[src/rtl/result_accum_buffer.sv]
// Groups consecutive adder results into sums of N samples and queues each
// {sum, count} in a circular FIFO drained through a ready/valid port.
module result_accum_buffer #(
    parameter  int W     = 20,
    parameter  int N     = 4,
    parameter  int DEPTH = 4,
    localparam int SW    = W + $clog2(N),
    localparam int CW    = $clog2(N + 1),
    localparam int LW    = $clog2(DEPTH + 1)
) (
    input  logic          clk,
    input  logic          rst,
    input  logic          in_valid,
    input  logic [W-1:0]  in_data,
    input  logic          flush,
    output logic          out_valid,
    input  logic          out_ready,
    output logic [SW-1:0] out_sum,
    output logic [CW-1:0] out_count,
    output logic [LW-1:0] level,
    output logic          overflow
);
    localparam int PW = $clog2(DEPTH);

    logic [SW-1:0] acc_q, acc_d;
    logic [CW-1:0] cnt_q, cnt_d;
    logic [PW-1:0] rd_ptr_q, rd_ptr_d;
    logic [PW-1:0] wr_ptr_q, wr_ptr_d;
    logic [LW-1:0] level_q, level_d;
    logic          overflow_q, overflow_d;

    logic [SW-1:0] sum_mem [DEPTH];
    logic [CW-1:0] cnt_mem [DEPTH];

    logic [SW-1:0] grp_sum;
    logic [CW-1:0] grp_cnt;
    logic          push, pop, accept;

    // Output handshake: the head entry transfers on any rising edge where
    // out_valid && out_ready; the head holds steady while out_ready is low.
    // The input side has no backpressure: every in_valid sample is taken.
    always_comb begin
        grp_sum    = acc_q + (in_valid ? SW'(in_data) : '0);
        grp_cnt    = cnt_q + CW'(in_valid);
        push       = (grp_cnt == CW'(N)) || (flush && (grp_cnt != '0));
        pop        = (level_q != '0) && out_ready;
        accept     = push && ((level_q < LW'(DEPTH)) || pop);

        acc_d      = acc_q;
        cnt_d      = cnt_q;
        rd_ptr_d   = rd_ptr_q;
        wr_ptr_d   = wr_ptr_q;
        level_d    = level_q + LW'(accept) - LW'(pop);
        overflow_d = overflow_q | (push && !accept);

        // The group closes whether or not the FIFO had room for it.
        if (push) begin
            acc_d = '0;
            cnt_d = '0;
        end else if (in_valid) begin
            acc_d = grp_sum;
            cnt_d = grp_cnt;
        end

        if (pop)
            rd_ptr_d = (rd_ptr_q == PW'(DEPTH - 1)) ? '0 : rd_ptr_q + PW'(1);
        if (accept)
            wr_ptr_d = (wr_ptr_q == PW'(DEPTH - 1)) ? '0 : wr_ptr_q + PW'(1);
    end

    always_ff @(posedge clk) begin
        if (rst) begin
            acc_q      <= '0;
            cnt_q      <= '0;
            rd_ptr_q   <= '0;
            wr_ptr_q   <= '0;
            level_q    <= '0;
            overflow_q <= 1'b0;
        end else begin
            acc_q      <= acc_d;
            cnt_q      <= cnt_d;
            rd_ptr_q   <= rd_ptr_d;
            wr_ptr_q   <= wr_ptr_d;
            level_q    <= level_d;
            overflow_q <= overflow_d;
        end
    end

    // Storage needs no reset: entries are only visible while level is nonzero.
    always_ff @(posedge clk) begin
        if (accept && !rst) begin
            sum_mem[wr_ptr_q] <= grp_sum;
            cnt_mem[wr_ptr_q] <= grp_cnt;
        end
    end

    assign out_valid = (level_q != '0);
    assign out_sum   = out_valid ? sum_mem[rd_ptr_q] : '0;
    assign out_count = out_valid ? cnt_mem[rd_ptr_q] : '0;
    assign level     = level_q;
    assign overflow  = overflow_q;

endmodule

[config.mk]
export PLATFORM = sky130hd
export DESIGN_NAME = result_accum_buffer
export DESIGN_NICKNAME = d
export VERILOG_FILES = /design/src/rtl/result_accum_buffer.sv
export SDC_FILE = /design/constraint.sdc
export NUM_CORES = 1
export LEC_CHECK = 0
export CAP_MARGIN = 20
export CORE_ASPECT_RATIO = 0.8
export CORE_UTILIZATION = 35
export DETAILED_ROUTE_END_ITERATION = 6
export PLACE_DENSITY = 0.55
export SLEW_MARGIN = 30
export SYNTH_ARGS = -nofsm -noshare
export SYNTH_HDL_FRONTEND = slang
export SYNTH_SLANG_ARGS = --single-unit
[constraint.sdc]
create_clock -name clk -period 11.4 [get_ports clk]
set_input_delay 2.85 -clock clk [delete_from_list [all_inputs] [get_ports clk]]
set_output_delay 2.85 -clock clk [all_outputs]
set_load 0.05 [all_outputs]
# Word-level counts from Yosys, hierarchy flattened
# Memory sizes are Yosys's and may differ from the RTL's. A register that Yosys moved wholly into a read port is not among the register bits.
# Index checks and enable logic that the tools add are counted.
[op_classes]
n_lt_le_gt_ge = 1
add_sub_neg = 6
bitwise = 1
muxes = 11
n_reduce_logical = 12
n_eq_ne = 3
[ops]
columns = ["operator", "count"]
rows = [
  ["22-bit by 20-bit adder with 22-bit output", 1],
  ["22-bit two-way mux", 1],
  ["20-bit two-way mux", 1],
  ["2-bit two-way mux", 6],
  ["3-bit by 1-bit adder with 3-bit output", 2],
  ["3-bit nonzero test", 2],
  ["1-bit logical AND", 5],
  ["2-bit by 1-bit adder with 2-bit output, second input constant", 2],
  ["2-bit == test, second input constant", 2],
  ["3-bit == test, second input constant", 1],
  ["3-bit less-than comparator, second input constant", 1],
  ["3-bit two-way mux", 1],
  ["3-bit by 1-bit subtractor with 3-bit output", 1],
  ["1-bit zero test", 2],
  ["1-bit logical OR", 2],
  ["1-bit two-way mux", 2],
  ["2-bit OR reduction", 1],
  ["1-bit OR", 1],
]
[word_totals]
elab_cells = 42
out_inout_bits = 30
ff_bits = 33
ramBits = 100
in_bits = 25
n_memories = 2
[memory_table]
columns = ["name", "words", "width", "rd", "rd_clocked_by_memory_dff", "wr", "line", "rtl"]
rows = [
  ["sum_mem", 4, 22, 1, 1, 1, "32", "logic [SW-1:0] sum_mem [DEPTH];"],
  ["cnt_mem", 4, 3, 1, 1, 1, "33", "logic [CW-1:0] cnt_mem [DEPTH];"],
]

# Depth between registers and ports, before layout
# Gate-level depths: netlist of the first run.
[logic_depth]
word_depth = 8
mapped_depth = 12
ltp_nobuf = 11

# Worst setup path after synthesis of the first run
# OpenSTA, ideal clock, no wires.
[synth_path]
path_type = "input to register"
start = "in in_valid"
end = "mem sum_mem[0][17] (netlist bit) (data pin)"
slack_ns = 5.703
stages = 11
t_arrival_ns = 5.417
t_required_ns = 11.120
path_buffers = 3
setup_time_ns = 0.280
path_cell_list = "clkbuf_1 clkbuf_1 clkbuf_1 and2_1 ha_1 and2_1 a221oi_2 a211oi_2 or3_1 and2_1 xor2_1"
[synth_between]
elab_chain_cells = 2
[synth_lines]
columns = ["element", "line", "rtl"]
rows = [
  ["start, declared", "13", "input logic in_valid,"],
  ["20-bit two-way mux", "43", "grp_sum = acc_q + (in_valid ? SW'(in_data) : '0);"],
  ["22-bit by 20-bit adder with 22-bit output", "43", ""],
  ["via grp_sum[17]", "35", "logic [SW-1:0] grp_sum;"],
  ["end, declared", "32", ""],
]
# The timed path passes the listed nets, and every way through them passes these cells.

# Worst setup path after layout of the first run
[layout_path]
start = "in in_valid"
end = "mem sum_mem[0][18] (netlist bit) (data pin)"
# Same word-level chain as after synthesis.

==> impl_metrics.env, run 1 <==
export IMPL_outcome="complete, no violations"
export IMPL_crit_type="in2reg"
export IMPL_multi_input_area_um2=2880
export IMPL_drc=0
export IMPL_required_ns=11.58
export IMPL_antenna_found_initial=0
export IMPL_rsz0062_at_grt="no"
export IMPL_hold_viol_final=0
export IMPL_p_per_area_nw_per_um2=206
export IMPL_skew_ns=0.0130
export IMPL_hpwlAfterDp_um=10300
export IMPL_fin_hold_ws_ns=0.474
export IMPL_syn_cell_area_um2=6770
export IMPL_cts_tree="yes"
export IMPL_ys_types=56
export IMPL_start_util_pct=35.7
export IMPL_cp_start_kind="input pin"
export IMPL_worst_pin_slew_ns=0.909
export IMPL_post_route_period_util_pct=49.6
export IMPL_hp_class="reg2reg"
export IMPL_holdBufCountCts=0
export IMPL_max_stage_delay_ns=0.66
export IMPL_yosysMostFrequentCell="edfxtp_1"
export IMPL_grtUsageTotal_pct=16.7
export IMPL_die_area_um2=19900
export IMPL_crit_slowest_cell="buf_2"
export IMPL_antenna_cells=0
export IMPL_p_leak_nw=2.93
export IMPL_vias_per_cell=5.10
export IMPL_fp_dieW_um=158
export IMPL_root_buffer="clkbuf_16"
export IMPL_ys_ff_latch=135
export IMPL_cts_setup_buffers=0
export IMPL_routedWlPerCell_um=17.7
export IMPL_drt_iter0_drc=323
export IMPL_ir_worst_vdd_mv=0.103
export IMPL_grt_max_degree=47
export IMPL_firstDrtPassIters=5
export IMPL_ys_flop_type="edfxtp_1"
export IMPL_synth_warnings=0
export IMPL_ant_nets=0
export IMPL_fin_tns_setup_ns=0
export IMPL_finalSetupViolations=0
export IMPL_worst_skew_pair_late_latency_ns=0.41
export IMPL_drt_wl_total_um=15400
export IMPL_clock_sinks=135
export IMPL_io_pin_count=55
export IMPL_fin_area_um2=8150
export IMPL_numCtsBuffers=17
export IMPL_crit_chain="buf_2 -> and2_1 -> ha_1 -> inv_1 -> fa_1 -> nor2b_4 -> o31a_1 -> o311ai_4 -> o21ai_1 -> a21oi_1 -> xnor2_1"
export IMPL_drive_above_1_share_pct=11.3
export IMPL_gp_congestion=0.874
export IMPL_grt_pass1_vias=4511
export IMPL_fmax_ghz=0.177
export IMPL_fillCellCount=1741
export IMPL_cp_arrival_ns=5.84
export IMPL_overflow=0
export IMPL_async_flop_share_pct=0
export IMPL_utilization_pct=42.9
export IMPL_crit_fanout=46
export IMPL_rows=45
export IMPL_grt_pass1_wl_um=24800
export IMPL_routed_via_count=4445
export IMPL_post_cts_resized=0
export IMPL_synth_nets=609
export IMPL_slew_headroom_pct=39.4
export IMPL_fp_dieH_um=126
export IMPL_clk_pin_slew_ns=0.06
export IMPL_area_growth_pct=20.3
export IMPL_layout_min_cycle_time_ns=5.66
export IMPL_yosysSeqAreaShare_pct=54.7
export IMPL_syn_area_per_cell_um2=12.2
export IMPL_postPlaceCellArea_um2=7550
export IMPL_endpoint_kind="flip-flop"
export IMPL_io_buffer_count=54
export IMPL_synth_area_leader_cell="edfxtp_1"
export IMPL_clockBufferDepth=2
export IMPL_synth_top_area_share_pct=44.3
export IMPL_drv_slew=0
export IMPL_core_area_um2=19000
export IMPL_synth_edf_count=100
export IMPL_htreeDepth=4
export IMPL_drv_cap=0
export IMPL_synth_cells=553
export IMPL_final_nets=656
export IMPL_synthTopCellsByCount="edfxtp_1, and2_1, nor2_1"
export IMPL_seq_area_um2=3710
export IMPL_synth_area_leaders="edfxtp_1, dfxtp_1, mux4_2"
-- per-layer routing --
metal  vias to the layer above  GRT usage [%]  part of all wire, %
met2                       106           25.0                   44
met5                         -              0                    0
met1                      2176           24.2                   51
met3                         4           3.18                  5.2
met4                         0           5.48                 0.38
li1                       2159              -                    -
-- cells in the final DEF, fill, tap and decap left out, types with 3 or more instances in the layout --
cell type and n:
mux4_2 25, bufinv_16 3, a211oi_1 3, a211o_1 4, o21ai_0 17, inv_1 15
nor2_1 36, a21o_1 6, clkinvlp_4 3, edfxtp_1 100, nor3_1 17, or3_1 6
mux2i_1 11, nand2_1 35, clkdlybuf4s50_1 53, and2_1 52, nand3b_1 3, ha_1 29
a21oi_1 30, clkinv_4 3, xor2_1 7, and3_1 4, dfxtp_1 34, buf_4 6
nand3_1 25, or4_1 3, o31a_1 3, clkbuf_1 3, clkbuf_16 17, o21a_1 6
xnor2_1 10
-- sequential cells by signal (all words and copies together) (netlist names), named ones only --
signal,count
cnt_q,3
overflow,1
level,3
cnt_mem,12
acc_q,22
rd_ptr_q,2
wr_ptr_q,2
sum_mem,88
-- area by class of cell --
| class | count | share of cell area (%) |
|---|---|---|
| Tap cell | 258 | 3.96 |
| Clock inverter | 11 | 1.87 |
| Inverter | 15 | 0.691 |
| Sequential cell | 135 | 45.5 |
| Clock buffer | 21 | 5.53 |
| Timing Repair Buffer | 60 | 7.12 |
| Multi-Input combinational cell | 371 | 35.3 |
-- stage by stage --
step           setup WS, ns  instances  power [W]
6_report               5.74        871    0.00168
5_1_grt                5.44        871    0.00175
4_1_cts                5.77        871    0.00171
3_5_place_dp           5.33        839    0.00114
3_3_place_gp           5.47        839    0.00114
2_1_floorplan          5.70        553   0.000973
-- kinds of logic after synthesis --
| group | Yosys count | synth area share (%) |
|---|---|---|
| AO/OA/AOI/OAI | 95 | 9.66 |
| XOR/XNOR | 17 | 2.20 |
| adder cells (fa/ha/maj) | 31 | 5.95 |
| buffers and inverters | 47 | 2.79 |
| flip-flops | 135 | 54.7 |
| multiplexers | 37 | 10.1 |
| AND/OR/NAND/NOR | 191 | 14.6 |
-- path summary, 6_finish.rpt --
path | from | cells after the start | endpoint | slack [ns]
worst min-delay path | acc_q[7]$_SDFFE_PP0P_ | 2 | acc_q[7]$_SDFFE_PP0P_ | 0.47
worst max-delay path | in_valid | 11 | sum_mem[0][18]$_DFFE_PP_ | 5.74
worst min register to register | acc_q[7]$_SDFFE_PP0P_ | 2 | acc_q[7]$_SDFFE_PP0P_ | 0.47
worst max register to register | cnt_q[0]$_SDFFE_PP0P_ | 10 | level[1]$_SDFF_PP0_ | 8.62
-- power breakdown --
group          switching (W)  leakage [nW]  internal [W]
logic               0.000338          1.46      0.000202
clock network       0.000205         0.284      0.000351
registers          0.0000281          1.19      0.000558
total               0.000571          2.93       0.00111
-- critical path, delay by kind of cell --
family,cells,cell delay [ns]
AOI/OAI and AO/OA,4,0.91
buffers and inverters,2,0.71
adders and majority gates,2,0.59
xor gates and xnor gates,1,0.34
and+or+nand+nor,2,0.38
Power figures use the tool's default switching activity.
==> run 2, diff against run 1 <==
Settings changed: PLACE_DENSITY 0.55 to 0.57.
Clock period 11.4 ns to 4.6 ns, I/O delays scaled along.
==> run 2 against run 1 <==
Total power increased by 140%. Utilization increased by 0.066 points. Via count increased by 2.7%. Non-clock buffer count increased by 7. Clock skew decreased by 0.0025 ns. Critical path depth decreased by 7. First-iteration DRC count increased by 38%. Sequential share of layout area decreased by 0.10 points. Global-route usage about the same. Final cell count increased by 0.80%. Sequential cell count unchanged. Final area increased by 0.15%. Critical path type is now reg2out. Highest routed layer unchanged.
==> impl_metrics.env, run 2 (synthesis results as in run 1) <==
export IMPL_fin_cells=878
export IMPL_rows=45
export IMPL_hold_viol_final=0
export IMPL_holdBufCountCts=0
export IMPL_post_cts_resized=0
export IMPL_max_stage_delay_ns=0.76
export IMPL_power_frac_clock_pct=31.7
export IMPL_start_util_pct=35.7
export IMPL_p_per_area_nw_per_um2=502
export IMPL_crit_type="reg2out"
export IMPL_cp_start_kind="flip-flop"
export IMPL_drv_slew=0
export IMPL_drt_wl_total_um=15600
export IMPL_die_area_um2=19900
export IMPL_htreeDepth=4
export IMPL_required_ns=3.45
export IMPL_fp_dieH_um=126
export IMPL_io_pin_count=55
export IMPL_worst_pin_slew_ns=0.849
export IMPL_vias_per_cell=5.20
export IMPL_grtUsageTotal_pct=16.7
export IMPL_fmax_ghz=0.261
export IMPL_overflow=0
export IMPL_ant_nets=0
export IMPL_finalSetupViolations=0
export IMPL_grt_max_degree=31
export IMPL_rsz0062_at_grt="no"
export IMPL_routedWlPerCell_um=17.8
export IMPL_layout_commonest_cell="edfxtp_1"
export IMPL_numCtsBuffers=17
export IMPL_ir_worst_vdd_mv=0.267
export IMPL_p_seq_share_pct=34.7
export IMPL_area_growth_pct=20.5
export IMPL_grt_pass1_wl_um=24500
export IMPL_switching_power_w=0.00141
export IMPL_clock_sinks=135
export IMPL_drv_cap=0
export IMPL_gp_congestion=0.872
export IMPL_fp_dieW_um=158
export IMPL_slew_headroom_pct=43.3
export IMPL_clockBufferDepth=2
export IMPL_comb_power_share_pct=33.7
export IMPL_final_nets=663
export IMPL_utilization_pct=43.0
export IMPL_io_buffer_count=54
export IMPL_root_buffer="clkbuf_16"
export IMPL_p_leak_nw=2.96
export IMPL_crit_fanout=13
export IMPL_endpoint_kind="output port"
export IMPL_clk_pin_slew_ns=0.06
export IMPL_core_area_um2=19000
export IMPL_drive_above_1_share_pct=12.1
export IMPL_outcome="complete, no violations"
export IMPL_pre_cts_slack_ns=0.465
export IMPL_crit_slowest_cell="dfxtp_1"
export IMPL_worst_skew_pair_late_latency_ns=0.42
export IMPL_layout_common_cells="edfxtp_1, clkdlybuf4s50_1, and2_1"
export IMPL_antenna_cells=0
export IMPL_crit_chain="buf_4 -> mux4_2 -> and2_1 -> clkdlybuf4s50_1"
export IMPL_hp_class="reg2reg"
export IMPL_timing_final_ws_setup_ns=0.769
export IMPL_drc=0
export IMPL_skew_ns=0.0105
export IMPL_antenna_found_initial=1
export IMPL_layout_min_cycle_time_ns=3.83
export IMPL_post_route_period_util_pct=83.3
export IMPL_grt_pass1_vias=4397
export IMPL_dp_cells=846
export IMPL_cts_setup_buffers=0
export IMPL_top_regs="sum_mem: 88 flops, acc_q: 22 flops, cnt_mem: 12 flops"
export IMPL_swShare_pct=34.5
export IMPL_hpwlAfterDp_um=10800
export IMPL_routed_via_count=4566
export IMPL_cts_tree="yes"
export IMPL_firstDrtPassIters=5
export IMPL_fin_hold_ws_ns=0.475
export IMPL_cp_arrival_ns=2.68
export IMPL_largest_reg_flops=88
export IMPL_intPower_w=0.00269
export IMPL_drt_iter0_drc=447
export IMPL_fin_tns_setup_ns=0
export IMPL_top_register="sum_mem"
-- run 2: routing by layer --
metal	global-route usage (%)	share of wire, %	up-vias	wire (µm)
met2	24.3	43	116	6720
met5	0	0	-	0
met3	3.76	4.4	14	693
li1	-	-	2186	-
met4	5.08	0.77	0	121
met1	24.6	52	2250	8100
-- run 2: layout make-up --
class,instances,area (µm²)
repair buffers,67,633
fillers,1764,10800
multi-input cells,371,2880
clock buffers,20,437
flip-flops and latches,135,3700
clock inverters,12,129
well taps,258,323
inverters,15,56.3
-- run 2: through the flow --
step	total power, W	instance area (µm²)
2_1_floorplan	0.00241	6770
3_3_place_gp	0.00283	7600
3_5_place_dp	0.00285	7600
4_1_cts	0.00415	8160
5_1_grt	0.00429	8160
6_report	0.00410	8160
-- run 2: power groups by stage --
| stage | Sequential, W | Clock [W] | Combinational, W |
|---|---|---|---|
| 3_5_place_dp | 0.00145 | 0 | 0.00140 |
| 6_report | 0.00142 | 0.00130 | 0.00138 |
| 5_1_grt | 0.00143 | 0.00138 | 0.00148 |
| 4_1_cts | 0.00142 | 0.00132 | 0.00140 |
| 2_1_floorplan | 0.00147 | 0 | 0.000943 |
| 3_3_place_gp | 0.00144 | 0 | 0.00139 |
-- run 2: worst max-delay path: cells and delay by family, from the launching register on --
family | cells | cell delay [ns]
buffers and inverters | 2 | 1.01
AND/OR/NAND/NOR | 1 | 0.17
flip-flops | 1 | 0.76
multiplexers | 1 | 0.33
-- run 2: path summary, 6_finish.rpt --
| path | from | to | slack, ns | cells past startpoint |
|---|---|---|---|---|
| min | acc_q[12]$_SDFFE_PP0P_ | acc_q[12]$_SDFFE_PP0P_ | 0.48 | 2 |
| min reg2reg | acc_q[12]$_SDFFE_PP0P_ | acc_q[12]$_SDFFE_PP0P_ | 0.48 | 2 |
| max | flip-flop | out_sum[14] | 0.77 | 4 |
| max reg2reg | cnt_q[0]$_SDFFE_PP0P_ | level[1]$_SDFF_PP0_ | 1.83 | 10 |
==> run 3, diff against run 2 <==
Clock period 4.6 ns to 3.2 ns, I/O delays scaled along.
==> run 3 against run 2 <==
Global-route usage rose by 0.92 points. Hold slack got worse by 0.0036 ns. Sequential share of layout area fell by 3.8 points. Worst setup slack got worse by 0.64 ns. Critical path depth rose by 6. Sequential power rose by 45%. Non-clock buffer count rose by 76. First-iteration DRC count fell by 4.0%. Final area rose by 9.0%. Total power rose by 52%. Clock skew fell by 0.0031 ns. Clock power rose by 63%. Critical path type is now in2reg. Critical endpoint is now sum_mem[3][19]$_DFFE_PP_. Largest power group is now the clock network.
==> impl_metrics.env, run 3 (synthesis results as in run 1) <==
export IMPL_seq_area_um2=3700
export IMPL_rrSetupSlack_ns=0.60
export IMPL_grtUsageTotal_pct=17.6
export IMPL_fp_dieH_um=126
export IMPL_antenna_found_initial=0
export IMPL_final_nets=739
export IMPL_skew_ns=0.00735
export IMPL_grt_pass1_vias=4825
export IMPL_clockBufferDepth=2
export IMPL_drc=0
export IMPL_core_area_um2=19000
export IMPL_drv_cap=0
export IMPL_root_buffer="clkbuf_16"
export IMPL_endpoint_kind="flip-flop"
export IMPL_post_cts_resized=0
export IMPL_firstDrtPassIters=5
export IMPL_fillCellCount=1710
export IMPL_p_leak_nw=3.44
export IMPL_worstReg2RegEnd="level[1]$_SDFF_PP0_"
export IMPL_holdBufCountCts=0
export IMPL_layout_commonest_cell="buf_4"
export IMPL_rsz0062_at_grt="no"
export IMPL_r2r_cells=10
export IMPL_timing_rr_start="cnt_q[0]$_SDFFE_PP0P_"
export IMPL_min_path_cells=2
export IMPL_cp_start_kind="input pin"
export IMPL_drt_iter0_drc=429
export IMPL_fmax_ghz=0.326
export IMPL_drv_slew=0
export IMPL_finalPower_w=0.00623
export IMPL_largest_reg_flops=88
export IMPL_layout_min_cycle_time_ns=3.07
export IMPL_hpwlAfterDp_um=11700
export IMPL_routedWlPerCell_um=17.1
export IMPL_gp_congestion=0.951
export IMPL_ir_worst_vdd_mv=0.402
export IMPL_numCtsBuffers=17
export IMPL_slew_headroom_pct=64.9
export IMPL_multi_input_area_um2=2930
export IMPL_vias_per_cell=5.11
export IMPL_area_growth_pct=31.4
export IMPL_start_util_pct=35.7
export IMPL_finalSetupViolations=0
export IMPL_grt_pass1_wl_um=26100
export IMPL_hold_viol_final=0
export IMPL_die_area_um2=19900
export IMPL_p_per_area_nw_per_um2=700
export IMPL_worst_skew_pair_late_latency_ns=0.42
export IMPL_fp_dieW_um=158
export IMPL_io_buffer_count=54
export IMPL_post_route_period_util_pct=95.9
export IMPL_clock_sinks=135
export IMPL_cts_setup_buffers=0
export IMPL_hp_class="reg2reg"
export IMPL_min_to="acc_q[7]$_SDFFE_PP0P_"
export IMPL_io_pin_count=55
export IMPL_cp_arrival_ns=3.24
export IMPL_crit_type="in2reg"
export IMPL_grt_max_degree=20
export IMPL_worst_pin_slew_ns=0.526
export IMPL_top_regs="sum_mem: 88 flops, acc_q: 22 flops, cnt_mem: 12 flops"
export IMPL_drt_wl_total_um=16300
export IMPL_clk_pin_slew_ns=0.06
export IMPL_antenna_cells=0
export IMPL_outcome="complete, no violations"
export IMPL_top_register="sum_mem"
export IMPL_crit_fanout=11
export IMPL_rows=45
export IMPL_drive_above_1_share_pct=26.9
export IMPL_htreeDepth=4
export IMPL_fin_tns_setup_ns=0
export IMPL_overflow=0
export IMPL_required_ns=3.38
export IMPL_utilization_pct=46.9
export IMPL_ant_nets=0
export IMPL_min_from="acc_q[7]$_SDFFE_PP0P_"
export IMPL_layout_common_cells="buf_4, edfxtp_1, and2_1"
export IMPL_cts_tree="yes"
export IMPL_routed_via_count=4872
==> run 3: worst max path at each step <==
stage,from,end,cells past startpoint
floorplan,in_valid,acc_q[20]$_SDFFE_PP0P_,12
global placement,in_data[17],sum_mem[3][19]$_DFFE_PP_,10
detailed placement,in_data[17],sum_mem[0][19]$_DFFE_PP_,10
CTS,flip-flop,out_sum[18],4
global route,in_data[17],sum_mem[3][19]$_DFFE_PP_,10
finish,in_data[17],sum_mem[3][19]$_DFFE_PP_,10
==> run 3: worst max-delay path: stages <==
cell and delay (ns):
clkdlybuf4s50_1 0.41, and2_1 0.16, ha_1 0.28, buf_4 0.18, a21oi_1 0.21, o211ai_1 0.16, a21oi_1 0.30, o21ai_0 0.19
and2_1 0.20, xor2_1 0.35
==> run 3: metrics by stage <==
stage          hold slack [ns]  area (µm²)  std cells  setup WS [ns]
2_1_floorplan            0.450        6850        553        0.00365
3_3_place_gp             0.456        8260        922         -0.229
3_5_place_dp             0.465        8260        922         -0.262
4_1_cts                  0.474        8900        954          0.169
5_1_grt                  0.495        8900        954         0.0676
6_report                 0.472        8900        954          0.132
==> run 3: where the power goes <==
part	total, W	internal [W]	switching [W]
clock network	0.00212	0.00133	0.000795
logic	0.00205	0.000775	0.00128
registers	0.00206	0.00199	0.0000687
==> run 3: final cells by class <==
| cell class | count | area share (%) |
|---|---|---|
| Clock buffer | 17 | 4.78 |
| Clock inverter | 15 | 2.43 |
| Inverter | 15 | 0.633 |
| Multi-Input combinational cell | 371 | 32.9 |
| Sequential cell | 135 | 41.6 |
| Tap cell | 258 | 3.63 |
| Timing Repair Buffer | 143 | 14.0 |
==> run 3: per-layer routing <==
metal / vias up / part of all wire (%) / GRT usage (%)
li1: 2336 / - / -
met2: 124 / 45 / 26.5
met1: 2397 / 49 / 25.5
met5: - / 0 / 0
met3: 15 / 4.3 / 3.62
met4: 0 / 1.1 / 5.14
